## src/rtl/spi_loader_pkg.sv

```systemverilog
// -----------------------------------------------------------------------------
// spi_loader_pkg
//   Shared definitions for the SPI register loader: the frame FSM state
//   encoding, the default frame length and the bit layout of the command byte.
//   Command byte layout (MSB first on the wire):
//     bit 7    : W (1 = write data byte to register bank, 0 = read back)
//     bits 6:3 : don't care
//     bits 2:0 : register address
// -----------------------------------------------------------------------------
package spi_loader_pkg;

    typedef enum logic [1:0] {
        ST_IDLE = 2'd0,
        ST_CMD  = 2'd1,
        ST_DATA = 2'd2,
        ST_DONE = 2'd3
    } state_e;

    localparam int FRAME_BITS_DEFAULT = 16;

    localparam int CMD_BITS     = 8;
    localparam int CMD_W_BIT    = 7;
    localparam int CMD_ADDR_MSB = 2;
    localparam int CMD_ADDR_LSB = 0;

    localparam int ADDR_W = CMD_ADDR_MSB - CMD_ADDR_LSB + 1;
    localparam int BYTE_W = 8;

endpackage : spi_loader_pkg

```

## src/rtl/spi_loader_sync2.sv

```systemverilog
// -----------------------------------------------------------------------------
// sync2
//   Two-flop synchronizer for a single asynchronous input into the clk domain.
//   Both flops reset to RST_VAL so the synchronized output starts at the idle
//   level of the line it serves.
// Ports:
//   clk_i   - destination clock
//   reset_i - asynchronous active-high reset
//   d_i     - asynchronous input
//   q_o     - synchronized output (two clk cycles of latency)
// -----------------------------------------------------------------------------
module sync2 #(
    parameter logic RST_VAL = 1'b0
) (
    input  logic clk_i,
    input  logic reset_i,
    input  logic d_i,
    output logic q_o
);

    logic meta_q;
    logic sync_q;

    always_ff @(posedge clk_i or posedge reset_i) begin
        if (reset_i) begin
            meta_q <= RST_VAL;
            sync_q <= RST_VAL;
        end else begin
            meta_q <= d_i;
            sync_q <= meta_q;
        end
    end

    assign q_o = sync_q;

endmodule : sync2

```

## src/rtl/spi_loader.sv

```systemverilog
// -----------------------------------------------------------------------------
// spi_loader
//   SPI slave (mode 0) that turns a command byte + data byte frame into a
//   single-cycle write strobe to a small register bank, or serves a readback
//   byte on miso. All SPI inputs are oversampled in the clk domain.
// Ports:
//   clk        - system clock, rising edge
//   reset      - asynchronous active-high reset
//   sclk       - SPI clock (async)
//   cs_n       - SPI chip select, active low (async)
//   mosi       - SPI data in, MSB first (async)
//   read_data  - readback byte from the register bank
//   miso       - SPI data out, MSB first
//   load       - one-clk write strobe, one cycle after data_out updates
//   address    - register address from the last completed command byte
//   data_out   - write data, held after the strobe
//   frame_err  - one-clk pulse when a frame is cut short by cs_n
// -----------------------------------------------------------------------------
module spi_loader
    import spi_loader_pkg::*;
#(
    parameter int FRAME_BITS = FRAME_BITS_DEFAULT
) (
    input  logic              clk,
    input  logic              reset,
    input  logic              sclk,
    input  logic              cs_n,
    input  logic              mosi,
    input  logic [BYTE_W-1:0] read_data,
    output logic              miso,
    output logic              load,
    output logic [ADDR_W-1:0] address,
    output logic [BYTE_W-1:0] data_out,
    output logic              frame_err
);

    localparam int              CNT_W      = $clog2(FRAME_BITS + 1);
    localparam logic [CNT_W-1:0] CMD_LAST   = CNT_W'(CMD_BITS - 1);
    localparam logic [CNT_W-1:0] FRAME_LAST = CNT_W'(FRAME_BITS - 1);

    // ------------------------------------------------------------------
    // Input synchronization and edge detection
    // ------------------------------------------------------------------
    logic sclk_s;
    logic cs_n_s;
    logic mosi_s;

    sync2 #(.RST_VAL(1'b0)) u_sync_sclk (
        .clk_i   (clk),
        .reset_i (reset),
        .d_i     (sclk),
        .q_o     (sclk_s)
    );

    sync2 #(.RST_VAL(1'b1)) u_sync_cs_n (
        .clk_i   (clk),
        .reset_i (reset),
        .d_i     (cs_n),
        .q_o     (cs_n_s)
    );

    sync2 #(.RST_VAL(1'b0)) u_sync_mosi (
        .clk_i   (clk),
        .reset_i (reset),
        .d_i     (mosi),
        .q_o     (mosi_s)
    );

    logic       sclk_prev_q;
    logic       cs_n_prev_q;
    logic [2:0] settle_q;
    logic       settled;
    logic       sclk_rise;
    logic       sclk_fall;
    logic       cs_fall;
    logic       cs_rise;

    // The synchronizer reset value (cs_n high) is not a real observation of
    // the pin. If cs_n is held low across reset, the chain would show a fake
    // falling edge once reset lifts; cs_n edges are therefore qualified until
    // the chain and the edge register both hold genuine samples.
    always_ff @(posedge clk or posedge reset) begin
        if (reset) begin
            sclk_prev_q <= 1'b0;
            cs_n_prev_q <= 1'b1;
            settle_q    <= 3'b000;
        end else begin
            sclk_prev_q <= sclk_s;
            cs_n_prev_q <= cs_n_s;
            settle_q    <= {settle_q[1:0], 1'b1};
        end
    end

    assign settled   = settle_q[2];
    assign cs_fall   = settled &  cs_n_prev_q & ~cs_n_s;
    assign cs_rise   = settled & ~cs_n_prev_q &  cs_n_s;
    // sclk activity only counts while the slave is selected.
    assign sclk_rise = ~cs_n_s &  sclk_s & ~sclk_prev_q;
    assign sclk_fall = ~cs_n_s & ~sclk_s &  sclk_prev_q;

    // ------------------------------------------------------------------
    // Frame FSM and datapath state
    // ------------------------------------------------------------------
    state_e              state_q,     state_d;
    logic [CNT_W-1:0]    bit_cnt_q,   bit_cnt_d;
    logic [BYTE_W-2:0]   shift_q,     shift_d;
    logic [BYTE_W-1:0]   tx_q,        tx_d;
    logic                miso_q,      miso_d;
    logic                rd_pend_q,   rd_pend_d;
    logic                wr_q,        wr_d;
    logic                load_pend_q, load_pend_d;
    logic                load_q,      load_d;
    logic                frame_err_q, frame_err_d;
    logic [ADDR_W-1:0]   address_q,   address_d;
    logic [BYTE_W-1:0]   data_out_q,  data_out_d;

    // Byte as it stands once the bit being sampled now is shifted in.
    logic [BYTE_W-1:0]   rx_byte;
    assign rx_byte = {shift_q, mosi_s};

    always_ff @(posedge clk or posedge reset) begin
        if (reset) begin
            state_q <= ST_IDLE;
        end else begin
            state_q <= state_d;
        end
    end

    always_comb begin
        state_d     = state_q;
        bit_cnt_d   = bit_cnt_q;
        shift_d     = shift_q;
        tx_d        = tx_q;
        miso_d      = miso_q;
        rd_pend_d   = rd_pend_q;
        wr_d        = wr_q;
        load_pend_d = 1'b0;
        load_d      = load_pend_q;
        frame_err_d = 1'b0;
        address_d   = address_q;
        data_out_d  = data_out_q;

        unique case (state_q)
            ST_IDLE: begin
                rd_pend_d = 1'b0;
                miso_d    = 1'b0;
                if (cs_fall) begin
                    state_d   = ST_CMD;
                    bit_cnt_d = '0;
                end
            end

            ST_CMD: begin
                // A deselect wins over any sclk edge seen in the same cycle.
                if (cs_rise) begin
                    frame_err_d = 1'b1;
                    state_d     = ST_IDLE;
                end else if (sclk_rise) begin
                    shift_d   = rx_byte[BYTE_W-2:0];
                    bit_cnt_d = bit_cnt_q + 1'b1;
                    if (bit_cnt_q == CMD_LAST) begin
                        address_d = rx_byte[CMD_ADDR_MSB:CMD_ADDR_LSB];
                        wr_d      = rx_byte[CMD_W_BIT];
                        state_d   = ST_DATA;
                        if (!rx_byte[CMD_W_BIT]) begin
                            tx_d      = read_data;
                            rd_pend_d = 1'b1;
                        end
                    end
                end
            end

            ST_DATA: begin
                if (cs_rise) begin
                    frame_err_d = 1'b1;
                    rd_pend_d   = 1'b0;
                    miso_d      = 1'b0;
                    state_d     = ST_IDLE;
                end else begin
                    if (sclk_fall && rd_pend_q) begin
                        miso_d = tx_q[BYTE_W-1];
                        tx_d   = {tx_q[BYTE_W-2:0], 1'b0};
                    end
                    if (sclk_rise) begin
                        shift_d   = rx_byte[BYTE_W-2:0];
                        bit_cnt_d = bit_cnt_q + 1'b1;
                        if (bit_cnt_q == FRAME_LAST) begin
                            state_d   = ST_DONE;
                            rd_pend_d = 1'b0;
                            miso_d    = 1'b0;
                            if (wr_q) begin
                                data_out_d  = rx_byte;
                                load_pend_d = 1'b1;
                            end
                        end
                    end
                end
            end

            ST_DONE: begin
                // Trailing bits of an overlong frame are dropped here.
                if (cs_rise) begin
                    state_d = ST_IDLE;
                end
            end

            default: begin
                state_d = ST_IDLE;
            end
        endcase
    end

    always_ff @(posedge clk or posedge reset) begin
        if (reset) begin
            bit_cnt_q   <= '0;
            shift_q     <= '0;
            tx_q        <= '0;
            miso_q      <= 1'b0;
            rd_pend_q   <= 1'b0;
            wr_q        <= 1'b0;
            load_pend_q <= 1'b0;
            load_q      <= 1'b0;
            frame_err_q <= 1'b0;
            address_q   <= '0;
            data_out_q  <= '0;
        end else begin
            bit_cnt_q   <= bit_cnt_d;
            shift_q     <= shift_d;
            tx_q        <= tx_d;
            miso_q      <= miso_d;
            rd_pend_q   <= rd_pend_d;
            wr_q        <= wr_d;
            load_pend_q <= load_pend_d;
            load_q      <= load_d;
            frame_err_q <= frame_err_d;
            address_q   <= address_d;
            data_out_q  <= data_out_d;
        end
    end

    // ------------------------------------------------------------------
    // Outputs
    // ------------------------------------------------------------------
    assign miso      = (state_q == ST_DATA && rd_pend_q) ? miso_q : 1'b0;
    assign load      = load_q;
    assign frame_err = frame_err_q;
    assign address   = address_q;
    assign data_out  = data_out_q;

endmodule : spi_loader

```

## config.mk

```make
export PLATFORM = sky130hd
export DESIGN_NAME = spi_loader
export DESIGN_NICKNAME = d
export VERILOG_FILES = /design/src/rtl/spi_loader_pkg.sv /design/src/rtl/spi_loader_sync2.sv /design/src/rtl/spi_loader.sv
export SDC_FILE = /design/constraint.sdc
export NUM_CORES = 1
export LEC_CHECK = 0
export ABC_CLOCK_PERIOD_IN_PS = 2460
export CORE_MARGIN = 3
export CORE_UTILIZATION = 44
export CTS_BUF_LIST = sky130_fd_sc_hd__clkbuf_16
export CTS_CLUSTER_SIZE = 28
export DETAILED_ROUTE_END_ITERATION = 16
export RECOVER_POWER = 50
export SYNTH_ARGS = -nofsm -noshare
export SYNTH_HDL_FRONTEND = slang
export SYNTH_SLANG_ARGS = --single-unit
```

## constraint.sdc

```tcl
create_clock -name clk -period 2.46 [get_ports clk]
set_clock_uncertainty 0.15 [all_clocks]
set_input_delay 0.492 -clock clk [delete_from_list [all_inputs] [get_ports clk]]
set_output_delay 0.492 -clock clk [all_outputs]
set_load 0.01 [all_outputs]
```

==> results.yml <==
run_status:
  status: "complete, no violations"
timing:
  timing.hold.ws_ns: 0.198
  rsz0062_at_grt: "false"
  fmax_mhz: 416
  finalCriticalPeriod_ns: 2.40
  finalHoldViolations: 0
  setup_violations: 0
  period_share_pct: 97.8
  tightest_slew_ns: 1.20
  slew_headroom_pct: 20.3
  setup-tns-final_ns: 0
  slew_viol_final: 0
drt:
  drc_errors: 0
  viasPerCell: 5.69
  drt-total-wl_um: 4800
  drtIter0Drc: 53
  drtPass1Iterations: 4
  final_antenna_net_count: 0
  vias: 1725
  wl_per_cell_um: 15.8
cells_and_area:
  insertedDiodeCount: 0
  drive_above_1_share_pct: 18.9
  syn_to_final_growth_pct: 20.3
  nets: 251
floorplanning:
  die_x_um: 80.0
  rows: 26
  fp.dieH_um: 80.0
  io_pins: 27
  dieArea_um2: 6400
  start_util_pct: 46.3
  core_area_um2: 5200
clock_network:
  cts-root-buf: "clkbuf_16"
  cts_tree: "built"
  cts_max_level: 2
  clock_insertion_delay_worst_skew_ns: 0.28
  post_cts_buffers: 0
  cts_made_buffers: 5
  path_clk_slew_ns: 0.07
  clkSinkCount: 50
  clock_path_buffers: 2
pwr:
  power.density_nw_per_um2: 924
  ir_worst_vdd_v: 0.000508
  p_leak_nw: 1.20
synthesis:
  synth_compound_area_share_pct: 13.7
  synth_simple_gate_area_share_pct: 18.2
  synth_xor_area_share_pct: 0
  synth_edf_count: 0
  synthesis.area_um2: 2410
  ys_types: 46
  synth_ff_type: "dfrtp_1"
  synthTopCellsByArea: "dfrtp_1 (49%), mux2_2 (8.9%), dfstp_2 (3.3%), ha_1 (3.1%), a311oi_1 (2.9%)"
  synth.avg_cell_area_um2: 11.8
  synthCells: 205
  ys_warn_count: 0
  synth_top_family_by_area: "simple AND/OR/NAND/NOR gates"
  synth.top_cell.area_share_pct: 48.8
  syn_nets: 224
  yosysSeqAreaShare_pct: 52.0
  synth_mux_area_share_pct: 8.87
  ys_async_sr_fraction_pct: 100
  ys_ff_latch: 50
  synth_area_leader_cell: "dfrtp_1"
  synth-adder-area-share_pct: 3.11
global_routing:
  grt_max_degree: 51
  grt.total_usage_pct: 16.8
  grt_overflow: 0
  grt_pass1_wl_um: 8490
  antenna_found_initial: 0
  grt_pass1_vias: 1755
critical_path:
  regToRegEndpoint: "state_q[0]"
  critical_path_class: "reg2out"
  ff2ff_path_depth: 6
  cp-start-kind: "flip-flop"
  rr_startpoint: "state_q[1]"
  required_ns: 1.82
  cp-startpoint: "state_q[0]"
  setup.worst_path.end_class: "primary output"
  reg2reg_slack_ns: 0.23
  critPathArrivalTime_ns: 1.76
  critPathMaxFanout: 6
worst_hold_path:
  hold_end: "u_sync_mosi.q_o"
  worstHoldStart: "u_sync_mosi.meta_q"
  hold_depth: 0
  hp-class: "reg2reg"
placed_design:
  dp_hpwl_um: 3320
  port_buffers: 26
  gp_congestion: 0.838
flow_run:
  drv_cap: 0
cells by family (layout without fill, tap and decap cells):
group / after synthesis / in the layout
DFF: 50 / 50
AOI/OAI and AO/OA: 39 / 39
adders and majority gates: 6 / 6
other: 1 / 1
buffers and inverters: 19 / 47
and+or+nand+nor: 71 / 71
muxes: 19 / 19
worst max-delay path: stages (launching register included):
cell,delay (ns)
dfrtp_1,0.42
inv_1,0.16
ha_4,0.20
and3_1,0.16
clkdlybuf4s50_1,0.53
how the worst max path moves through the flow:
stage,to,slack [ns]
floorplan,bit_cnt_q[3],0.49
global placement,miso,0.32
detailed placement,state_q[0],0.25
CTS,miso,0.005
global route,miso,0.007
finish,miso,0.06
synth_stat cells (all sizes together), types with 3 or more instances:
cell    instances
dfrtp          47
mux2           19
nand2          12
nor2b           9
a311oi          8
nor3            8
a211oi          7
inv             7
nor4            7
o311a           7
or3             7
buf             6
ha              6
nand3           6
clkbuf          5
nor2            5
o21ai           4
a21oi           3
and3            3
and4bb          3
dfstp           3
sequential cells by signal, summed over array words and instances, names as in the netlist, 2 cells and up:
signal,count
address,3
bit_cnt_q,5
data_out,8
settle_q,3
shift_q,7
state_q,2
tx_q,8
placed cells by master (no fill, tap or decap), types with 8 or more instances in the layout:
cell type,count
a311oi_1,8
clkdlybuf4s50_1,22
nor3_1,8
dfrtp_1,47
nor2b_1,9
nand2_1,12
mux2_2,19
area by class of cell:
class | instances | area (um2)
Clock inverter | 3 | 20.0
Timing Repair Buffer | 31 | 308
Sequential cell | 50 | 1250
Fill cell | 455 | 2300
Multi-Input combinational cell | 136 | 1070
Tap cell | 70 | 87.6
Inverter | 8 | 30.0
Clock buffer | 5 | 125
per-stage QoR:
stage / setup WS (ns) / util, % / power (mW) / cell area, um2 / std cells
after floorplan: 0.492 / - / 1.76 / 2410 / 205
after detailed placement: 0.251 / 53.0 / 2.02 / 2760 / 295
after global routing: 0.00675 / 55.7 / 2.87 / 2900 / 303
after global placement: 0.316 / 53.0 / 1.97 / 2760 / 295
after CTS: 0.00463 / 55.8 / 2.70 / 2910 / 303
final: 0.0553 / 55.7 / 2.68 / 2900 / 303
power breakdown:
part | switching, mW | internal, mW | leakage (nW)
Combinational | 0.519 | 0.402 | 0.497
Sequential | 0.132 | 0.958 | 0.633
Clock | 0.292 | 0.377 | 0.0679
Total | 0.944 | 1.74 | 1.20
timing repair:
action	CTS	global route
hold buffers	0	0
endpoints found under the setup margin	1	1
gates resized for setup	1	1
gates cloned	0	0
layer usage:
layer / global-route usage, % / part of all wire (%) / routed length, um
met5: 0 / 0 / 0
met4: 5.74 / 0.90 / 43
met3: 3.61 / 4.4 / 212
met2: 28.8 / 50 / 2380
met1: 20.9 / 45 / 2160
Power figures use the tool's default switching activity.
